<file path="src/rtl/mips_wb_pkg.sv">
// mips_wb_pkg
// Shared constants and types for the mips_registers write-back block.
//   WB_DATA_W / WB_ADDR_W / WB_QDEPTH : default widths and queue depth
//   REG_ZERO                          : the hard-wired zero register
//   wb_entry_t                        : load-queue entry {live, rd, data}
//   count_width()                     : occupancy counter width for a depth
package mips_wb_pkg;

    localparam int WB_DATA_W = 32;
    localparam int WB_ADDR_W = 5;
    localparam int WB_QDEPTH = 4;

    localparam logic [WB_ADDR_W-1:0] REG_ZERO = 5'd0;

    typedef struct packed {
        logic                 live;
        logic [WB_ADDR_W-1:0] rd;
        logic [WB_DATA_W-1:0] data;
    } wb_entry_t;

    // Counter must hold 0..depth inclusive.
    function automatic int count_width(input int depth);
        return $clog2(depth) + 1;
    endfunction

endpackage

</file>
<file path="src/rtl/mips_wb_fifo.sv">
// mips_wb_fifo
// Circular queue of deferred load results. Each entry carries a live bit
// that can be cleared in place when a newer write to the same register
// makes the buffered value stale; dead entries still occupy a slot and are
// popped normally, the consumer just does not write them.
// Ports:
//   clk, rst_n            clock, asynchronous active-low reset
//   push, push_reg/data   enqueue at tail (live=1)
//   pop                   drop head entry
//   kill_en, kill_reg     clear live on every entry whose reg matches
//   head_live/reg/data    current head entry
//   count, full, empty    occupancy
module mips_wb_fifo
    import mips_wb_pkg::*;
#(
    parameter int DATA_W = WB_DATA_W,
    parameter int ADDR_W = WB_ADDR_W,
    parameter int DEPTH  = WB_QDEPTH
) (
    input  logic                      clk,
    input  logic                      rst_n,
    input  logic                      push,
    input  logic [ADDR_W-1:0]         push_reg,
    input  logic [DATA_W-1:0]         push_data,
    input  logic                      pop,
    input  logic                      kill_en,
    input  logic [ADDR_W-1:0]         kill_reg,
    output logic                      head_live,
    output logic [ADDR_W-1:0]         head_reg,
    output logic [DATA_W-1:0]         head_data,
    output logic [$clog2(DEPTH):0]    count,
    output logic                      full,
    output logic                      empty
);

    localparam int PW = $clog2(DEPTH);
    localparam int CW = count_width(DEPTH);

    logic [DEPTH-1:0]  live_q;
    logic [ADDR_W-1:0] reg_q  [DEPTH];
    logic [DATA_W-1:0] data_q [DEPTH];
    logic [PW-1:0]     wr_ptr;
    logic [PW-1:0]     rd_ptr;
    logic [CW-1:0]     cnt;

    // Kill is applied before the push so that an entry entering in the same
    // cycle as a matching kill stays live: that load completes later and is
    // therefore the newer value.
    always_ff @(posedge clk or negedge rst_n) begin
        if (!rst_n) begin
            live_q <= '0;
            wr_ptr <= '0;
            rd_ptr <= '0;
            cnt    <= '0;
        end else begin
            for (int i = 0; i < DEPTH; i++) begin
                if (kill_en && (reg_q[i] == kill_reg)) begin
                    live_q[i] <= 1'b0;
                end
            end
            if (push) begin
                live_q[wr_ptr] <= 1'b1;
                wr_ptr         <= wr_ptr + 1'b1;
            end
            if (pop) begin
                rd_ptr <= rd_ptr + 1'b1;
            end
            case ({push, pop})
                2'b10:   cnt <= cnt + 1'b1;
                2'b01:   cnt <= cnt - 1'b1;
                default: cnt <= cnt;
            endcase
        end
    end

    // Payload storage needs no reset; occupancy and live bits qualify it.
    always_ff @(posedge clk) begin
        if (push) begin
            reg_q[wr_ptr]  <= push_reg;
            data_q[wr_ptr] <= push_data;
        end
    end

    assign head_live = live_q[rd_ptr];
    assign head_reg  = reg_q[rd_ptr];
    assign head_data = data_q[rd_ptr];
    assign count     = cnt;
    assign full      = (cnt == CW'(DEPTH));
    assign empty     = (cnt == '0);

endmodule

</file>
<file path="src/rtl/mips_reg_writeback.sv">
// mips_reg_writeback
// Drives the single write port of mips_registers from two producers:
// single-cycle ALU results (always accepted, highest priority) and load
// results arriving over a valid/ready handshake, buffered in a small queue
// and drained whenever the ALU is not writing. Register $0 is never written.
// A buffered load whose register is overwritten by the ALU is killed so an
// older load can never clobber a newer ALU value.
// Optional feature macro: MIPS_WB_BYPASS_EN adds two combinational bypass
// read ports that forward the value being written this cycle.
// Ports:
//   clk, rst_n                       clock, asynchronous active-low reset
//   alu_valid, alu_reg, alu_data     ALU result (no backpressure)
//   mem_valid, mem_ready, mem_reg,
//   mem_data                         load result handshake
//   write_data, write_reg,
//   signal_reg_write                 registered register-file write port
//   qcount                           load queue occupancy
//   busy                             queue non-empty or write in progress
//   byp_reg_n / byp_hit_n /
//   byp_data_n (n=1,2)               bypass ports, MIPS_WB_BYPASS_EN only
module mips_reg_writeback
    import mips_wb_pkg::*;
#(
    parameter int DATA_W = WB_DATA_W,
    parameter int ADDR_W = WB_ADDR_W,
    parameter int QDEPTH = WB_QDEPTH
) (
    input  logic                      clk,
    input  logic                      rst_n,
    input  logic                      alu_valid,
    input  logic [ADDR_W-1:0]         alu_reg,
    input  logic [DATA_W-1:0]         alu_data,
    input  logic                      mem_valid,
    output logic                      mem_ready,
    input  logic [ADDR_W-1:0]         mem_reg,
    input  logic [DATA_W-1:0]         mem_data,
    output logic [DATA_W-1:0]         write_data,
    output logic [ADDR_W-1:0]         write_reg,
    output logic                      signal_reg_write,
    output logic [$clog2(QDEPTH):0]   qcount,
    output logic                      busy
`ifdef MIPS_WB_BYPASS_EN
    ,
    input  logic [ADDR_W-1:0]         byp_reg_1,
    input  logic [ADDR_W-1:0]         byp_reg_2,
    output logic                      byp_hit_1,
    output logic                      byp_hit_2,
    output logic [DATA_W-1:0]         byp_data_1,
    output logic [DATA_W-1:0]         byp_data_2
`endif
);

    logic                    alu_sel;
    logic                    mem_accept;
    logic                    push;
    logic                    pop;
    logic                    head_live;
    logic [ADDR_W-1:0]       head_reg;
    logic [DATA_W-1:0]       head_data;
    logic [$clog2(QDEPTH):0] count;
    logic                    full;
    logic                    empty;

    // An ALU result targeting $0 is not a request at all, so it neither
    // writes nor blocks the queue from draining.
    assign alu_sel = alu_valid && (alu_reg != ADDR_W'(REG_ZERO));

    // Ready comes from the registered count only: a pop this cycle does not
    // make room until the next cycle, keeping ready free of output paths.
    assign mem_ready  = !full && rst_n;
    assign mem_accept = mem_valid && mem_ready;

    // Loads to $0 complete the handshake but are dropped.
    assign push = mem_accept && (mem_reg != ADDR_W'(REG_ZERO));
    assign pop  = !alu_sel && !empty;

    mips_wb_fifo #(
        .DATA_W (DATA_W),
        .ADDR_W (ADDR_W),
        .DEPTH  (QDEPTH)
    ) u_fifo (
        .clk       (clk),
        .rst_n     (rst_n),
        .push      (push),
        .push_reg  (mem_reg),
        .push_data (mem_data),
        .pop       (pop),
        .kill_en   (alu_sel),
        .kill_reg  (alu_reg),
        .head_live (head_live),
        .head_reg  (head_reg),
        .head_data (head_data),
        .count     (count),
        .full      (full),
        .empty     (empty)
    );

    // Address and data hold when idle; only the strobe drops.
    always_ff @(posedge clk or negedge rst_n) begin
        if (!rst_n) begin
            signal_reg_write <= 1'b0;
            write_reg        <= '0;
            write_data       <= '0;
        end else if (alu_sel) begin
            signal_reg_write <= 1'b1;
            write_reg        <= alu_reg;
            write_data       <= alu_data;
        end else if (pop && head_live) begin
            signal_reg_write <= 1'b1;
            write_reg        <= head_reg;
            write_data       <= head_data;
        end else begin
            signal_reg_write <= 1'b0;
        end
    end

    assign qcount = count;
    assign busy   = !empty || signal_reg_write;

`ifdef MIPS_WB_BYPASS_EN
    // Forwards the value the register file is absorbing this cycle, which a
    // same-cycle read of the array would otherwise miss.
    assign byp_hit_1  = signal_reg_write && (write_reg == byp_reg_1) &&
                        (byp_reg_1 != ADDR_W'(REG_ZERO));
    assign byp_hit_2  = signal_reg_write && (write_reg == byp_reg_2) &&
                        (byp_reg_2 != ADDR_W'(REG_ZERO));
    assign byp_data_1 = byp_hit_1 ? write_data : '0;
    assign byp_data_2 = byp_hit_2 ? write_data : '0;
`endif

endmodule

</file>
<file path="config.mk">
export PLATFORM = sky130hd
export DESIGN_NAME = mips_reg_writeback
export DESIGN_NICKNAME = d
export VERILOG_FILES = /design/src/rtl/mips_wb_pkg.sv /design/src/rtl/mips_wb_fifo.sv /design/src/rtl/mips_reg_writeback.sv
export SDC_FILE = /design/constraint.sdc
export NUM_CORES = 1
export LEC_CHECK = 0
export ABC_CLOCK_PERIOD_IN_PS = 3000
export BUFFER_PORTS_ARGS = -buffer_cell sky130_fd_sc_hd__buf_2
export CORE_ASPECT_RATIO = 0.7
export CORE_MARGIN = 4
export CORE_UTILIZATION = 25
export CTS_BUF_LIST = sky130_fd_sc_hd__clkbuf_4 sky130_fd_sc_hd__clkbuf_8 sky130_fd_sc_hd__clkbuf_16
export CTS_CLUSTER_SIZE = 24
export DETAILED_ROUTE_END_ITERATION = 8
export GPL_ROUTABILITY_DRIVEN = 0
export PLACE_DENSITY = 0.46
export SLEW_MARGIN = 20
export SYNTH_ARGS = -nofsm -noshare
export SYNTH_HDL_FRONTEND = slang
export SYNTH_SLANG_ARGS = --single-unit
</file>
<file path="constraint.sdc">
create_clock -name clk -period 3 [get_ports clk]
set_input_delay 0.45 -clock clk [delete_from_list [all_inputs] [get_ports clk]]
set_output_delay 0.45 -clock clk [all_outputs]
set_load 0.005 [all_outputs]
</file>
==> results.json, run 1 <==
{
  "detail_route.iter0.violations": 178,
  "cts.repair_timing.setup_buffer_count": 0,
  "synth_area_leader_cell": "edfxtp_1",
  "worstSetupEndpointType": "output pin",
  "antennaDiodeCount": 0,
  "top_registers": "u_fifo.data_q (128), write_data (32), u_fifo.reg_q (20)",
  "antenna_found_initial": 6,
  "part_of_the_cycle_the_worst_path_needs_pct": 76.40,
  "setup_repair_after_global_routing_missed_its_margin": "no",
  "timing.final.crit_period_ns": 2.292,
  "ys.warnings.count": 0,
  "tritoncts": "done",
  "syn_area_um2": 8138,
  "proportion_of_synthesized_chip_area_in_sequential_cells_pct": 69.68,
  "syn_nets": 489,
  "ant_nets": 0,
  "clk-insertion-delay-late_ns": 0.44,
  "route.final.wire_length_um": 18910,
  "io_pins": 121,
  "synth_largest_type_area_fraction_pct": 54.61,
  "die_height_um": 159.0,
  "grt_remaining_overflow": 0,
  "drt-pass1-iter-count": 4,
  "layout-drive-gt1-share_pct": 50.18,
  "timing.slew.headroom_pct": 52.22,
  "max_freq_ghz": 0.4363,
  "worstPathMaxFanout": 4,
  "final_net_count": 615,
  "register_bit_count_reported_by_yosys": 197,
  "average_instance_area_after_synthesis_um2": 20.09,
  "hold_sp": "mem_data[21]",
  "final.setup_skew_ns": 0.01146,
  "power.static_leakage_nw": 3.686,
  "detailed_place.area_um2": 9255,
  "dieArea_um2": 35550,
  "synth_flop_cell": "edfxtp_1",
  "finalNonFillerCells": 964,
  "timing.max_cap.violations": 0,
  "chipWidth_um": 223.6,
  "whs_path_depth": 1,
  "vias_per_cell": 4.273,
  "hold_path_end": "u_fifo.data_q[1][21]$_DFFE_PP_",
  "rrSetupSlack_ns": 0.81,
  "clkTransAtPathRegs_ns": 0.08,
  "syn-instance-count": 405,
  "timing.final.max_slew_violations": 0,
  "cts_max_level": 4,
  "setup_crit_start_kind": "flip-flop",
  "cts_buffers": 17,
  "finalHoldViolations": 0,
  "crit-reg2reg-capture": "write_data[18]$_DFFE_PN0P_",
  "cells_taking_the_most_area_after_synthesis": "edfxtp_1 (55%), dfrtp_1 (15%), mux4_2 (11%)",
  "grt.total_usage_pct": 10.86,
  "largest_register_ffs": 128,
  "yosys.cell_count.top_type": "edfxtp_1",
  "initial_utilization_pct": 25.74,
  "cp.arrival_ns": 1.84,
  "setup_viol": 0,
  "post_cts_resize_count": 0,
  "post_synth_most_frequent_cells": "edfxtp_1 (148), dfrtp_1 (49), mux2_2 (39)",
  "buffer_type_at_the_clock_tree_root": "clkbuf_16",
  "vias_in_the_first_global_route": 4600,
  "registers.top_by_ff_count": "u_fifo.data_q",
  "hp-class": "input port to flip-flop",
  "vdd.ir_drop.worst_v": 0.0003123,
  "async_reset_ff_share_pct": 24.87,
  "portBuffers": 120,
  "worst_r2r_startpoint": "u_fifo.rd_ptr[0]$_DFFE_PN0P_",
  "timing.critical_path.required_ns": 2.55,
  "grt_max_degree": 50,
  "power_per_cell_area_nw_per_um2": 907.9,
  "timing.reg2reg.worst_path_depth": 5,
  "count_of_flip_flops_with_a_built_in_enable_after_synthesis": 148,
  "global_route_wire_length_before_repair_um": 28660,
  "synth_cell_types": 31,
  "final_cell_area_um2": 9873,
  "cts_hold_buf": 0,
  "rows": 54,
  "wl_per_cell_um": 19.61,
  "place_inst": 932,
  "num_vias": 4119,
  "clockBufferDepth": 2,
  "syn2layout_area_growth_pct": 21.33,
  "setup-tns-final_ns": 0,
  "drc_errors": 0,
  "outcome": "completed",
  "tightestPinTransition_ns": 0.7168,
  "hpwlAfterDp_um": 12070,
  "numClockSinks": 197,
  "critical_path_class": "flip-flop to output pin",
  "core_um2": 31620
}
cells in the final DEF, fill, tap and decap left out:
master        n
dfrtp_1      47
nand3_1       6
and2_1        1
a21oi_1       1
clkinvlp_4    2
buf_2       120
or3_1         1
buf_4         5
mux2_2       39
inv_1        10
clkinv_2      2
clkbuf_16    17
o211ai_1      1
or2_2         1
edfxtp_1    148
nand2_1       3
clkinv_8      1
a22o_1        4
buf_12        3
xnor2_1      15
inv_6         5
xor2_1       11
and2_4        4
o211a_1       1
nand2_4       1
dfrtp_2       1
mux2i_1       8
nor2_1        2
or4_4         1
fa_1          1
mux4_2       38
ha_1          5
a31oi_1       1
or4_1         5
mux2_4       26
dfrtp_4       1
o21ai_4       1
clkinv_4      2
bufinv_16     3
kinds of logic after synthesis:
family / after synthesis / synth area share [%]
AO/OA/AOI/OAI: 9 / 0.9840
XOR/XNOR: 26 / 2.798
adder cells (fa/ha/maj): 6 / 1.015
buffers and inverters: 31 / 1.953
flip-flops: 197 / 69.68
multiplexers: 111 / 21.69
AND/OR/NAND/NOR: 25 / 1.876
where the power goes:
group	switching (W)	internal, W	total [W]
sequential	0.000356	0.00351	0.00387
combinational	0.00118	0.00153	0.00271
clock	0.00106	0.00133	0.00239
worst max-delay path: stages, from the launching register on:
cell     delay [ns]
dfrtp_1        0.42
or3_1          0.53
or2_2          0.32
buf_2          0.13
per-stage QoR:
stage | hold slack [ns] | setup slack, ns | utilization [%] | power (W)
floorplan | 0.1544 | 0.1998 | - | 0.005688
global placement | 0.4792 | 0.3048 | 29.25 | 0.006646
detailed placement | 0.4867 | 0.2536 | 29.27 | 0.006718
CTS | 0.1851 | 0.6631 | 31.22 | 0.009159
global route | 0.1891 | 0.6334 | 31.22 | 0.009490
finish | 0.2236 | 0.7081 | 31.22 | 0.008964
routing by layer:
layer	global-route usage, %	up-vias	share of wire [%]
li1	-	1842	-
met3	3.410	33	5.4
met2	16.77	107	46
met4	3.584	12	1.6
met5	0	-	0.36
met1	14.62	2125	47
cell type report:
cell class,count,area (um^2)
clock buffers,17,425.4
clock inverters,15,192.7
fillers,3092,21750
inverters,10,37.54
multi-input cells,177,2318
flip-flops and latches,197,5675
well taps,420,525.5
repair buffers,128,698.2
worst max path at each step:
stage | startpoint | endpoint | slack, ns
after floorplan | alu_reg[1] | u_fifo.count[2]$_DFFE_PN0P_ | 0.20
after detailed placement | alu_reg[1] | write_data[18]$_DFFE_PN0P_ | 0.25
after CTS | u_fifo.count[2]$_DFFE_PN0P_ | busy | 0.66
after global placement | mem_reg[0] | u_fifo.count[2]$_DFFE_PN0P_ | 0.30
final | u_fifo.count[2]$_DFFE_PN0P_ | busy | 0.71
after global routing | mem_reg[0] | u_fifo.count[2]$_DFFE_PN0P_ | 0.63
Power figures use the tool's default switching activity.
==> inputs of run 2 (changes only) <==
--- a/config.mk
+++ b/config.mk
@@ -5,7 +5,7 @@
 export SDC_FILE = /design/constraint.sdc
 export NUM_CORES = 1
 export LEC_CHECK = 0
-export ABC_CLOCK_PERIOD_IN_PS = 3000
+export ABC_CLOCK_PERIOD_IN_PS = 1900
 export BUFFER_PORTS_ARGS = -buffer_cell sky130_fd_sc_hd__buf_2
 export CORE_ASPECT_RATIO = 0.7
 export CORE_MARGIN = 4
@@ -14,7 +14,7 @@
 export CTS_CLUSTER_SIZE = 24
 export DETAILED_ROUTE_END_ITERATION = 8
 export GPL_ROUTABILITY_DRIVEN = 0
-export PLACE_DENSITY = 0.46
+export PLACE_DENSITY = 0.48
 export SLEW_MARGIN = 20
 export SYNTH_ARGS = -nofsm -noshare
 export SYNTH_HDL_FRONTEND = slang
==> constraint.sdc (replaced) <==
create_clock -name clk -period 1.9 [get_ports clk]
set_input_delay 0.285 -clock clk [delete_from_list [all_inputs] [get_ports clk]]
set_output_delay 0.285 -clock clk [all_outputs]
set_load 0.005 [all_outputs]
==> results.json, run 2 (synthesized netlist as in run 1, its figures left out) <==
{
  "worstSetupEndpointType": "output pin",
  "crit_buf_inv": 2,
  "detail_route.iter0.violations": 247,
  "tightestPinTransition_ns": 0.7569,
  "detailed_place.area_um2": 9716,
  "timing.final.max_slew_violations": 0,
  "final_cell_area_um2": 10780,
  "layout-drive-gt1-share_pct": 56.13,
  "total_power_w": 0.01565,
  "num_vias": 4245,
  "timing.slew.headroom_pct": 49.54,
  "grt.total_usage_pct": 11.15,
  "worst_path_largest_cell_delay_ns": 0.40,
  "antenna_found_initial": 1,
  "core_um2": 31620,
  "largest_register_ffs": 128,
  "setup_viol": 18,
  "wl_per_cell_um": 19.77,
  "setup_repair_after_global_routing_missed_its_margin": "yes",
  "timing.critical_path.required_ns": 1.62,
  "route.final.wire_length_um": 20060,
  "postLayoutCoreUtil_pct": 34.09,
  "portBuffers": 120,
  "clk-insertion-delay-late_ns": 0.45,
  "final_net_count": 666,
  "cpLargestDelayFamily": "simple AND/OR/NAND/NOR gates",
  "hold_ws_ns": 0.02821,
  "top_registers": "u_fifo.data_q (128), write_data (32), u_fifo.reg_q (20)",
  "timing.reg2reg.worst_path_depth": 5,
  "multi_input_area_um2": 2472,
  "vias_in_the_first_global_route": 4669,
  "setup-tns-final_ns": -0.2655,
  "setup_crit_start_kind": "flip-flop",
  "timing.final.ws_setup_ns": -0.07827,
  "cp.arrival_ns": 1.69,
  "syn2layout_area_growth_pct": 32.44,
  "dieArea_um2": 35550,
  "ant_nets": 0,
  "registers.top_by_ff_count": "u_fifo.data_q",
  "max_freq_ghz": 0.5055,
  "final_common_cell": "edfxtp_1",
  "finalHoldViolations": 0,
  "part_of_the_cycle_the_worst_path_needs_pct": 104.1,
  "violations_in_the_final_reports": "setup timing",
  "vias_per_cell": 4.182,
  "sequential_cell_area_um2": 5675,
  "worst-path-stages": 4,
  "global_route_wire_length_before_repair_um": 29480,
  "chipWidth_um": 223.6,
  "critical_path_class": "flip-flop to output pin",
  "slowest_stage": "dfrtp_1",
  "timing.critical_path.mode_cell": "buf_6",
  "hp-class": "input port to async pin",
  "final.setup_skew_ns": 0.01088,
  "clockBufferDepth": 2,
  "antennaDiodeCount": 0,
  "hpwlAfterDp_um": 13320,
  "clkTransAtPathRegs_ns": 0.07,
  "worstPathMaxFanout": 2,
  "fillers": 3055,
  "grt_remaining_overflow": 0,
  "buffer_type_at_the_clock_tree_root": "clkbuf_16",
  "tritoncts": "done",
  "cts_max_level": 4,
  "rows": 54,
  "die_height_um": 159.0,
  "timing.max_cap.violations": 0,
  "numClockSinks": 197,
  "power_per_cell_area_nw_per_um2": 1452,
  "grt_max_degree": 50,
  "power.static_leakage_nw": 4.191,
  "io_pins": 121,
  "final_cell_mix": "edfxtp_1 (148), buf_2 (119), mux2_4 (51)",
  "drc_errors": 0,
  "drt-pass1-iter-count": 4,
  "initial_utilization_pct": 25.74,
  "cts_buffers": 17,
  "timing.final.crit_period_ns": 1.978,
  "vdd.ir_drop.worst_v": 0.0005216,
  "timing.critical_path.cells": "or3_4 > buf_6 > or2_4 > buf_6",
  "outcome": "finished with violations"
}
-- run 2: cell types whose count changed in the layout (fill, tap and decap cells not counted), moves of 3 or more --
cell / before / now
clkbuf_16: 17 / 28
clkbuf_4: 0 / 4
bufinv_16: 3 / 0
buf_12: 3 / 19
mux2_2: 39 / 14
inv_1: 10 / 7
buf_4: 5 / 26
inv_6: 5 / 0
buf_6: 0 / 7
mux2_4: 26 / 51
-- run 2: power breakdown --
part / leakage, nW / internal (W) / switching (W) / total (W)
Clock: 0.322 / 0.00220 / 0.00156 / 0.00376
Sequential: 1.90 / 0.00554 / 0.000396 / 0.00594
Combinational: 1.97 / 0.00353 / 0.00242 / 0.00596
-- run 2: what timing repair did --
action,4_1_cts,5_1_grt
setup buffers,7,4
hold buffers,0,0
pin swaps,6,8
resized for setup,31,16
cloned,0,6
endpoints found under the setup margin,155,140
-- run 2: worst paths after layout --
| kind | start | endpoint | slack [ns] |
|---|---|---|---|
| max in group asynchronous | rst_n | u_fifo.rd_ptr[0]$_DFFE_PN0P_ | 1.27 |
| min reg2reg | write_data[10]$_DFFE_PN0P_ | write_data[10]$_DFFE_PN0P_ | 0.50 |
| max reg2reg | u_fifo.rd_ptr[0]$_DFFE_PN0P_ | write_data[0]$_DFFE_PN0P_ | -0.03 |
| min in group clk | mem_data[26] | u_fifo.data_q[0][26]$_DFFE_PP_ | 0.05 |
| min | rst_n | write_data[28]$_DFFE_PN0P_ | 0.03 |
| max | u_fifo.count[0]$_DFFE_PN0P_ | busy | -0.08 |
-- run 2: through the flow --
stage          setup slack, ns  std cells
4_1_cts                -0.1064       1005
3_5_place_dp           -0.5003        966
2_1_floorplan          -0.6225        405
6_report              -0.07827       1015
3_3_place_gp           -0.4554        966
5_1_grt                -0.1725       1015
-- run 2: layer usage --
| layer | track usage [%] | part of all wire, % |
|---|---|---|
| met1 | 14.19 | 45 |
| met3 | 3.317 | 3.6 |
| met2 | 18.39 | 50 |
| met5 | 0 | 0.065 |
| met4 | 3.528 | 1.3 |
-- run 2: worst reg2reg max path, stage by stage, from the launching register on --
cell and delay, ns:
dfrtp_4 0.46, buf_12 0.13, buf_12 0.14, mux4_2 0.54, mux2_4 0.28, mux2_4 0.26
-- run 2: cell type report --
class	count	share of cell area, %
clock buffer	27	5.619
clock inverter	5	0.2438
inverter	10	0.3715
multi-input combinational	177	22.94
sequential	197	52.66
tap	420	4.876
timing repair buffer	179	13.29
==> inputs of run 3 (changes only) <==
--- a/config.mk
+++ b/config.mk
@@ -8,7 +8,6 @@
 export ABC_CLOCK_PERIOD_IN_PS = 1900
 export BUFFER_PORTS_ARGS = -buffer_cell sky130_fd_sc_hd__buf_2
 export CORE_ASPECT_RATIO = 0.7
-export CORE_MARGIN = 4
 export CORE_UTILIZATION = 25
 export CTS_BUF_LIST = sky130_fd_sc_hd__clkbuf_4 sky130_fd_sc_hd__clkbuf_8 sky130_fd_sc_hd__clkbuf_16
 export CTS_CLUSTER_SIZE = 24
==> results.json, run 3 (synthesized netlist as in run 1, its figures left out) <==
{
  "rows": 54,
  "grt.total_usage_pct": 12.13,
  "fillers": 3007,
  "num_vias": 4342,
  "internal_power_w": 0.01092,
  "cts_hold_buf": 0,
  "timing.max_cap.violations": 0,
  "grt_max_degree": 50,
  "final_cell_mix": "edfxtp_1 (148), buf_2 (120), dfrtp_1 (47)",
  "timing.final.max_slew_violations": 0,
  "vias_per_cell": 4.244,
  "registers.top_by_ff_count": "u_fifo.data_q",
  "layout-drive-gt1-share_pct": 55.93,
  "critPathCapture": "busy",
  "clockBufferDepth": 2,
  "pwr-share-comb_pct": 37.9,
  "final_net_count": 670,
  "total_power_w": 0.01541,
  "hpwlAfterDp_um": 12780,
  "timing.final.ws_setup_ns": -0.1594,
  "worst_r2r_startpoint": "u_fifo.count[1]$_DFFE_PN0P_",
  "worstSetupStartpoint": "u_fifo.count[1]$_DFFE_PN0P_",
  "vdd.ir_drop.worst_v": 0.0006558,
  "clkTransAtPathRegs_ns": 0.08,
  "buffer_type_at_the_clock_tree_root": "clkbuf_16",
  "final.setup_skew_ns": 0.01718,
  "share_seq_of_total_power_pct": 38.7,
  "power.share.clock_pct": 23.4,
  "setup_viol": 35,
  "crit-reg2reg-capture": "write_data[26]$_DFFE_PN0P_",
  "part_of_the_cycle_the_worst_path_needs_pct": 108.4,
  "final_common_cell": "edfxtp_1",
  "worstSetupEndpointType": "output pin",
  "timing.final.crit_period_ns": 2.059,
  "vias_in_the_first_global_route": 4619,
  "hp-class": "input port to flip-flop",
  "core_um2": 31550,
  "swShare_pct": 29.17,
  "cp.arrival_ns": 1.77,
  "grt_remaining_overflow": 0,
  "cts_buffers": 17,
  "wl_per_cell_um": 19.30,
  "hold_ws_ns": 0.04114,
  "violations_in_the_final_reports": "setup timing",
  "syn2layout_area_growth_pct": 30.69,
  "timing.slew.headroom_pct": 51.14,
  "drc_errors": 0,
  "dieArea_um2": 33290,
  "switchingPower_w": 0.004495,
  "critical_path_class": "flip-flop to output pin",
  "tritoncts": "done",
  "timing.critical_path.required_ns": 1.62,
  "finalHoldViolations": 0,
  "setup_crit_start_kind": "flip-flop",
  "outcome": "finished with violations",
  "rrSetupSlack_ns": -0.16,
  "max_freq_ghz": 0.4856,
  "power.static_leakage_nw": 4.053,
  "global_route_wire_length_before_repair_um": 28910,
  "die_height_um": 153.0,
  "numClockSinks": 197,
  "worstPathMaxFanout": 2,
  "cts_max_level": 4,
  "route.final.wire_length_um": 19740,
  "top_registers": "u_fifo.data_q (128), write_data (32), u_fifo.reg_q (20)",
  "power_per_cell_area_nw_per_um2": 1449,
  "io_pins": 121,
  "largest_register_ffs": 128,
  "chipWidth_um": 217.6,
  "initial_utilization_pct": 25.79,
  "portBuffers": 120,
  "antenna_found_initial": 4,
  "clk-insertion-delay-late_ns": 0.45,
  "drt-pass1-iter-count": 4,
  "detail_route.iter0.violations": 246,
  "setup_repair_after_global_routing_missed_its_margin": "yes",
  "tightestPinTransition_ns": 0.7329,
  "ant_nets": 0,
  "timing.reg2reg.worst_path_depth": 9
}
## run 3: metrics by stage
| step | cells | utilization (%) | setup WS (ns) | instance area, um^2 | TNS, ns |
|---|---|---|---|---|---|
| finish | 1023 | 33.71 | -0.1594 | 10640 | -2.414 |
| global route | 1019 | 33.67 | -0.2349 | 10630 | -4.528 |
| CTS | 1011 | 33.33 | -0.2433 | 10520 | -5.038 |
| detailed placement | 967 | 30.62 | -0.4665 | 9661 | -33.41 |
| global placement | 967 | 30.62 | -0.4664 | 9661 | -30.61 |
| floorplan | 405 | - | -0.6225 | 8190 | -8.240 |
## run 3: final cells by class
class                   instances  area, um^2  area share, %
clock inverters                13       120.1          1.129
multi-input cells             177        2371          22.29
flip-flops and latches        197        5675          53.36
clock buffers                  19       464.2          4.365
inverters                      10       37.54         0.3529
diodes                          4       10.01        0.09412
repair buffers                183        1431          13.46
well taps                     420       525.5          4.941
## run 3: worst min-delay path by stage
stage	endpoint	depth (start not counted)	startpoint
after floorplan	signal_reg_write$_DFF_PN0_	0	rst_n
after global placement	u_fifo.live_q[1]$_DFF_PN0_	1	u_fifo.live_q[1]$_DFF_PN0_
after detailed placement	u_fifo.live_q[3]$_DFF_PN0_	1	u_fifo.live_q[3]$_DFF_PN0_
after CTS	u_fifo.data_q[0][24]$_DFFE_PP_	1	mem_data[24]
after global routing	u_fifo.data_q[2][31]$_DFFE_PP_	1	mem_data[31]
final	u_fifo.data_q[0][24]$_DFFE_PP_	1	mem_data[24]
## run 3: routing by layer
metal | vias to the layer above | share of wire, % | track usage [%]
met2 | 110 | 45 | 18.21
li1 | 1963 | - | -
met5 | - | 0 | 0
met4 | 0 | 0.83 | 3.655
met1 | 2253 | 48 | 16.35
met3 | 16 | 5.8 | 4.279
## run 3: worst max-delay path, stage by stage (launching register included)
cell and delay [ns]:
dfrtp_1 0.39, buf_6 0.12, or3_4 0.35, buf_6 0.14
or2_4 0.22, buf_6 0.11
## run 3: repair_timing
item	CTS	global route
pin swaps	4	2
gates cloned	5	4
hold endpoints to repair	0	0
setup buffers	7	6
endpoints found under the setup margin	30	187
gates resized for setup	18	8
## run 3: power groups by stage
stage / registers (W) / logic, W / clock network [W]
6_report: 0.00597 / 0.00584 / 0.00361
5_1_grt: 0.00606 / 0.00627 / 0.00392
4_1_cts: 0.00600 / 0.00586 / 0.00374
3_5_place_dp: 0.00605 / 0.00503 / 0
3_3_place_gp: 0.00599 / 0.00495 / 0
2_1_floorplan: 0.00598 / 0.00304 / 0
